**config.mk**
```make
export PLATFORM = sky130hd
export DESIGN_NAME = wb_queue
export DESIGN_NICKNAME = d
export VERILOG_FILES = /design/src/rtl/wb_queue.sv
export SDC_FILE = /design/constraint.sdc
export NUM_CORES = 1
export LEC_CHECK = 0
export CAP_MARGIN = 20
export CORE_MARGIN = 2
export CORE_UTILIZATION = 40
export CTS_BUF_LIST = sky130_fd_sc_hd__clkbuf_8
export DETAILED_ROUTE_END_ITERATION = 8
export MAX_ROUTING_LAYER = met4
export PLACE_DENSITY = 0.61
export RECOVER_POWER = 100
export SLEW_MARGIN = 20
export SYNTH_ARGS = -nofsm -noshare
export SYNTH_HDL_FRONTEND = slang
export SYNTH_SLANG_ARGS = --single-unit
```
**constraint.sdc**
```tcl
create_clock -name clk -period 11.82 [get_ports clk]
set_input_delay 3.546 -clock clk [delete_from_list [all_inputs] [get_ports clk]]
set_output_delay 3.546 -clock clk [all_outputs]
set_load 0.02 [all_outputs]
```
**src/rtl/wb_queue.sv**
```systemverilog
// rtl/wb_queue.sv - pending register write-back queue with in-order drain and read bypass
module wb_queue #(
  parameter int DEPTH = 4
) (
  input  logic                   clk,
  input  logic                   rst,
  input  logic                   wb_valid,
  input  logic [3:0]             wb_reg,
  input  logic [15:0]            wb_data,
  output logic                   wb_ready,
  input  logic                   hold,
  output logic [15:0]            reg_wr_en,
  output logic [15:0]            reg_wr_data,
  input  logic [3:0]             rd_reg1,
  input  logic [3:0]             rd_reg2,
  output logic                   byp_hit1,
  output logic                   byp_hit2,
  output logic [15:0]            byp_data1,
  output logic [15:0]            byp_data2,
  output logic [$clog2(DEPTH):0] count
);
  localparam int AW = $clog2(DEPTH);
  localparam int CW = AW + 1;

  logic [3:0]    r_reg  [DEPTH];
  logic [15:0]   r_data [DEPTH];
  logic [AW-1:0] r_head;
  logic [AW-1:0] r_tail;
  logic [CW-1:0] r_count;

  logic          w_full;
  logic          w_empty;
  logic          w_enq;
  logic          w_drain;
  logic [16:0]   w_lk1;
  logic [16:0]   w_lk2;

  // Scan oldest to youngest so the last match (youngest) wins.
  function automatic logic [16:0] lookup(input logic [3:0] rd);
    logic [16:0]   res;
    logic [AW-1:0] idx;
    res = '0;
    for (int i = 0; i < DEPTH; i++) begin
      idx = r_head + AW'(i);
      if ((CW'(i) < r_count) && (rd != 4'd0) && (r_reg[idx] == rd))
        res = {1'b1, r_data[idx]};
    end
    return res;
  endfunction

  assign w_full   = (r_count == CW'(DEPTH));
  assign w_empty  = (r_count == '0);
  assign wb_ready = !w_full;
  assign w_enq    = wb_valid && !w_full && (wb_reg != 4'd0);
  assign w_drain  = !w_empty && !hold;

  assign reg_wr_en   = w_drain ? (16'd1 << r_reg[r_head]) : 16'd0;
  assign reg_wr_data = w_empty ? 16'd0 : r_data[r_head];

  assign w_lk1     = lookup(rd_reg1);
  assign w_lk2     = lookup(rd_reg2);
  assign byp_hit1  = w_lk1[16];
  assign byp_data1 = w_lk1[15:0];
  assign byp_hit2  = w_lk2[16];
  assign byp_data2 = w_lk2[15:0];
  assign count     = r_count;

  always_ff @(posedge clk) begin
    if (!rst) begin
      r_head  <= '0;
      r_tail  <= '0;
      r_count <= '0;
      for (int i = 0; i < DEPTH; i++) begin
        r_reg[i]  <= '0;
        r_data[i] <= '0;
      end
    end else begin
      if (w_enq) begin
        r_reg[r_tail]  <= wb_reg;
        r_data[r_tail] <= wb_data;
        r_tail         <= r_tail + AW'(1);
      end
      if (w_drain)
        r_head <= r_head + AW'(1);
      if (w_enq && !w_drain)
        r_count <= r_count + CW'(1);
      else if (!w_enq && w_drain)
        r_count <= r_count - CW'(1);
    end
  end
endmodule

```
==> results.yml, run 1 <==
final_layout:
  drive_gt1_frac: 0.145
  largest_register_ffs: 64
  area_growth_pct: 18.3
  fin_nets: 769
  final_common_cell: "nor2_1"
  final_cell_mix: "nor2_1, edfxtp_1, dlygate4sd3_1"
  antenna_cells: 0
  fill_cells: 1550
route:
  dr_wl_met2_um: 9580
  drtIter0Drc: 642
  drt-total-wl_um: 21100
  vias: 5867
  dr.pass1.iters: 5
  drt-met1-wl_um: 9170
  routed_via_density: 6.10
  dr.max_layer_used: "met4"
  post_drt_wl_per_cell_um: 21.9
  drc: 0
  drtAntennaViolNets: 0
  wl_met3_um: 2020
synth:
  ys_seq_area_frac: 0.373
  synth_area_um2: 6930
  ys_types: 55
  netlist_instances: 666
  syn-num-nets: 703
  yosysWarnings: 0
  syn_area_per_cell_um2: 10.4
  synth_flop_cell: "edfxtp_1"
  synthArstFlopShare: 0
  synth-seq-cells: 89
  synth-edff-count: 80
status:
  violations: "capacitance limit, slew limit"
  status: "finished, violations left"
critical_path:
  worstSetupEndpointType: "output port"
  cp_cell_sequence: "clkdlybuf4s50_1 -> nor4_1 -> or3_1 -> a22oi_2 -> and2_0 -> a221oi_1 -> o22ai_1 -> dlygate4sd3_1"
  worstSetupPathType: "in -> out"
  required_ns: 8.27
  path_buf_inv: 2
  critical_path.top_delay_family: "simple AND/OR/NAND/NOR gates"
  critPathLaunchType: "primary input"
  arrival_ns: 7.28
  crit_fanout: 17
  worst_path_largest_cell_delay_ns: 1.16
  crit_slowest_cell: "and2_0"
global_route:
  grt_pass1_vias: 5461
  grt-ovfl-total: 0
  grt_pass1_wl_um: 31900
  grt_max_degree: 63
  grt_util_all_layers: 0.237
  antenna_found_initial: 0
sta:
  post-route-period-util: 0.916
  whs_ns: 0.623
  tns_ns: 0
  worst_pin_slew_ns: 1.83
  finalHoldViolations: 0
  slew_violations: 63
  setup_viol_count_final: 0
  rsz0062_at_grt: "false"
  skew_ns: 0.0155
  max_freq_mhz: 92.4
  slew_headroom: -0.222
  period_needed_ns: 10.82
power:
  power.total_mw: 1.59
  pwr-share-clk: 0.137
  seqPwrFrac: 0.306
  power_leakage_nw: 2.99
  cellPowerDensity_nw_per_um2: 193
  p_sw_frac: 0.436
  ir_worst_vdd_v: 0.000119
  p_sw_uw: 691
  internal-power_uw: 894
  power_frac_comb: 0.557
flow_run:
  drv_cap: 4
place:
  io_buffers: 101
  dpl.hpwl_um: 14900
  place.gp.congestion: 0.913
clock_network:
  cts.sinks: 89
  clock_latency_ns: 0.36
  cts_hold_buf: 0
  cts-root-buf: "clkbuf_8"
  cts_setup_buffers: 0
  clockBufferDepth: 2
  cts_buffers: 9
  clkTransAtPathRegs_ns: 0.08
  htreeDepth: 3
  cts_resized: 0
  cts_tree: "done"
floorplanning:
  die_w_um: 136
  fp.dieArea_um2: 18400
  initial_core_util: 0.405
  core-area_um2: 17100
  ios: 102
  core.rowCount: 48
  dieHeight_um: 136
min_path:
  hold_class: "reg -> reg"
-- routing by layer --
layer,vias to the layer above,GRT usage
met5,-,-
met1,2864,0.345
met3,35,0.0318
met4,0,0.0654
met2,356,0.349
li1,2612,-
-- logic make-up after synthesis --
| logic type | count (synthesis) | share of synthesized area |
|---|---|---|
| AO/OA/AOI/OAI | 139 | 0.150 |
| buffers and inverters | 94 | 0.0634 |
| flip-flops | 89 | 0.373 |
| XOR/XNOR | 28 | 0.0365 |
| AND/OR/NAND/NOR | 226 | 0.153 |
| multiplexers | 85 | 0.215 |
| adder cells (fa/ha/maj) | 5 | 0.00903 |
-- tightest hold or removal path, delay by kind of cell (launching register included) --
kind / cells / cell delay (ns)
flip-flops: 1 / 0.34
AND/OR/NAND/NOR: 1 / 0.16
XOR/XNOR: 1 / 0.08
-- layout make-up --
cell class | count | area (um2) | share of cell area
inverters | 38 | 143 | 0.0174
well taps | 225 | 282 | 0.0343
repair buffers | 111 | 1070 | 0.130
clock buffers | 12 | 165 | 0.0201
multi-input cells | 483 | 3910 | 0.477
clock inverters | 4 | 43.8 | 0.00534
flip-flops and latches | 89 | 2590 | 0.316
-- power groups by stage --
stage | combinational [mW] | clock (mW) | sequential, mW
5_1_grt | 0.941 | 0.234 | 0.497
6_report | 0.883 | 0.218 | 0.485
4_1_cts | 0.901 | 0.220 | 0.485
3_3_place_gp | 0.886 | 0 | 0.485
2_1_floorplan | 0.659 | 0 | 0.430
3_5_place_dp | 0.898 | 0 | 0.491
-- synth_stat cells (19+ instances only) --
cell type | number | area [um2]
nor2_1 | 83 | 312
mux2i_1 | 20 | 200
nand3_1 | 20 | 100
xnor2_1 | 19 | 166
o21ai_0 | 39 | 195
a21oi_1 | 24 | 120
nand2_1 | 51 | 191
mux4_2 | 43 | 968
a221oi_1 | 22 | 193
and2_1 | 31 | 194
clkbuf_1 | 32 | 120
inv_1 | 37 | 139
edfxtp_1 | 80 | 2400
-- per-stage QoR --
| step | utilization | worst slack [ns] | std cells | cell area (um2) |
|---|---|---|---|---|
| floorplan | - | 2.76 | 666 | 6930 |
| global placement | 0.468 | 1.50 | 946 | 8000 |
| detailed placement | 0.468 | 1.46 | 946 | 8010 |
| CTS | 0.480 | 1.46 | 962 | 8220 |
| global route | 0.479 | 0.893 | 962 | 8200 |
| finish | 0.479 | 0.997 | 962 | 8200 |
-- worst paths after layout --
check / slack [ns] / startpoint / to / depth (start not counted)
worst max register to register: 7.12 / count[0] / r_data[0][10] / 8
worst max-delay path: 1.0 / rd_reg2[0] / byp_data2[12] / 8
worst min-delay path: 0.62 / r_head[1] / r_head[1] / 2
worst min register to register: 0.62 / r_head[1] / r_head[1] / 2
No activity file was read; power rests on OpenSTA's default activity.
==> run 2: changes to the inputs <==
Settings changed: ABC_AREA from default to 1, PLACE_DENSITY 0.61 to 0.6.
==> results.yml, run 2 <==
status:
  status: "completed"
final_layout:
  instances_no_fill: 1544
  largest_register_ffs: 64
  final_cell_mix: "nand2_1, nor2_1, inv_1"
  fill_cells: 1941
  antenna_cells: 0
  fin_nets: 1317
  final_common_cell: "nand2_1"
  area_growth_pct: 15.9
  drive_gt1_frac: 0.0389
  multi_input_area_um2: 4250
  ff_latch_area_um2: 2580
synth:
  ys_seq_area_frac: 0.333
  synthArstFlopShare: 0
  synth_flop_cell: "edfxtp_1"
  netlist.area_leader.share: 0.310
  ys_types: 36
  yosysWarnings: 0
  synth.area.top_cells: "edfxtp_1, nand2_1, nor2_1"
  synth.top_cells.by_count: "nand2_1, nor2_1, inv_1"
  yosysTopAreaCell: "edfxtp_1"
  synth-seq-cells: 89
  netlist_instances: 1225
  synth_area_um2: 7750
  syn_area_per_cell_um2: 6.33
  synth-edff-count: 80
  syn-num-nets: 1262
  synth.most_common_cell: "nand2_1"
power:
  power_leakage_nw: 4.05
  ir_worst_vdd_v: 0.0000812
  cellPowerDensity_nw_per_um2: 207
floorplanning:
  ios: 102
  initial_core_util: 0.410
  fp.dieArea_um2: 20500
  core.rowCount: 50
  core-area_um2: 18900
  dieHeight_um: 143
  die_w_um: 143
global_route:
  grtUsageMet2: 0.316
  grtUsageMet3: 0.0309
  grt-ovfl-total: 0
  grt_use_met1: 0.400
  antenna_found_initial: 0
  grt_max_degree: 93
  grt_pass1_wl_um: 38500
  grt.busiest_layer: "met1"
  grt_util_all_layers: 0.247
  grt_pass1_vias: 6739
critical_path:
  r2r_start: "count[1]"
  crit_cells: 8
  worst_path_largest_cell_delay_ns: 0.91
  reg2reg_to: "r_data[0][7]"
  cp_cell_sequence: "clkdlybuf4s50_1 -> inv_1 -> nand2_1 -> nand2_1 -> nor2_1 -> nand3_1 -> o2111ai_1 -> clkdlybuf4s50_1"
  crit_fanout: 17
  path_buf_inv: 3
  r2r_setup_slack_ns: 8.25
  worstSetupEndpointType: "output port"
  worstSetupPathType: "in -> out"
  crit_slowest_cell: "nor2_1"
  arrival_ns: 7.17
  critical_path.top_delay_family: "simple AND/OR/NAND/NOR gates"
  crit_end: "byp_hit2"
  critPathLaunchType: "primary input"
  required_ns: 8.27
  cp-startpoint: "rd_reg2[0]"
  ff2ff_path_depth: 10
clock_network:
  cts-root-buf: "clkbuf_8"
  htreeDepth: 3
  cts_tree: "done"
  cts_hold_buf: 0
  cts_setup_buffers: 0
  clkTransAtPathRegs_ns: 0.08
  cts_resized: 0
  clockBufferDepth: 2
  clock_latency_ns: 0.37
  cts_buffers: 9
  cts.sinks: 89
sta:
  setup_viol_count_final: 0
  slew_headroom: 0.164
  period_needed_ns: 10.72
  finalHoldViolations: 0
  tns_ns: 0
  max_freq_mhz: 93.3
  skew_ns: 0.0106
  worst_pin_slew_ns: 1.25
  post-route-period-util: 0.907
  rsz0062_at_grt: "false"
  slew_violations: 0
  whs_ns: 0.529
route:
  drt-total-wl_um: 24400
  drtIter0Drc: 835
  drtAntennaViolNets: 0
  dr.pass1.iters: 5
  routed_via_density: 5.15
  drc: 0
  post_drt_wl_per_cell_um: 15.8
  vias: 7950
flow_run:
  drv_cap: 0
place:
  place.gp.congestion: 0.919
  io_buffers: 101
  place_inst: 1529
  dpl.hpwl_um: 18400
min_path:
  hold_class: "reg -> reg"
==> run 2: cell count changes after synthesis, moves of 30 or more <==
cell / before / now
nor2_1: 83 / 227
nand4_1: 1 / 44
nand2_1: 51 / 365
mux4_2: 43 / 0
and2_1: 31 / 1
nand3_1: 20 / 94
inv_1: 37 / 139
==> run 2: cells by family after synthesis <==
| family | share of synthesized area |
|---|---|
| adders and majority gates | 0.00807 |
| and+or+nand+nor | 0.411 |
| DFF | 0.333 |
| xor gates and xnor gates | 0.0157 |
| buffers and inverters | 0.115 |
| AOI/OAI and AO/OA | 0.117 |
==> run 2: final cells by class <==
| type | instances | share of cell area |
|---|---|---|
| Clock buffer | 9 | 0.0138 |
| Clock inverter | 6 | 0.00947 |
| Inverter | 147 | 0.0614 |
| Multi-Input combinational cell | 924 | 0.473 |
| Sequential cell | 89 | 0.287 |
| Tap cell | 260 | 0.0362 |
| Timing Repair Buffer | 109 | 0.118 |
==> run 2: through the flow <==
step	setup slack (ns)	power [mW]	utilization	area (um2)
final	1.10	1.86	0.476	8990
after global routing	0.866	2.00	0.476	8990
after CTS	1.98	1.88	0.478	9020
after detailed placement	1.99	1.66	0.467	8820
after global placement	1.98	1.65	0.467	8820
after floorplan	3.43	1.26	-	7750
==> run 2: how the worst min path moves through the flow <==
| stage | startpoint | to | cells after the start |
|---|---|---|---|
| after floorplan | r_tail[0] | r_tail[0] | 2 |
| after global placement | r_tail[0] | r_tail[0] | 2 |
| after detailed placement | r_tail[0] | r_tail[0] | 2 |
| after CTS | r_tail[0] | r_tail[0] | 2 |
| after global routing | r_tail[0] | r_tail[0] | 2 |
| final | r_tail[0] | r_tail[0] | 2 |
==> run 2: worst register-to-register path, cell delays in order, from the launching register on <==
cell     delay [ns]
dfxtp_1        0.33
inv_1          0.15
ha_1           0.20
nand2_1        0.07
and2_1         0.16
nand2_1        0.13
nor2_1         0.07
inv_1          0.51
nor2_1         0.11
nand2_1        0.61
nand2_1        0.76
==> run 2: report_power, final <==
part | switching (mW) | internal [mW] | leakage, nW
registers | 0.0343 | 0.390 | 0.907
clock network | 0.104 | 0.117 | 0.106
logic | 0.864 | 0.350 | 3.03
total | 1.00 | 0.857 | 4.05
==> run 2: layer usage <==
layer  vias up  routed length [um]
li1       4079                   -
met1      3506               12600
met2       349                9390
met3        16                2120
met4         0                 287
met5         -                   0
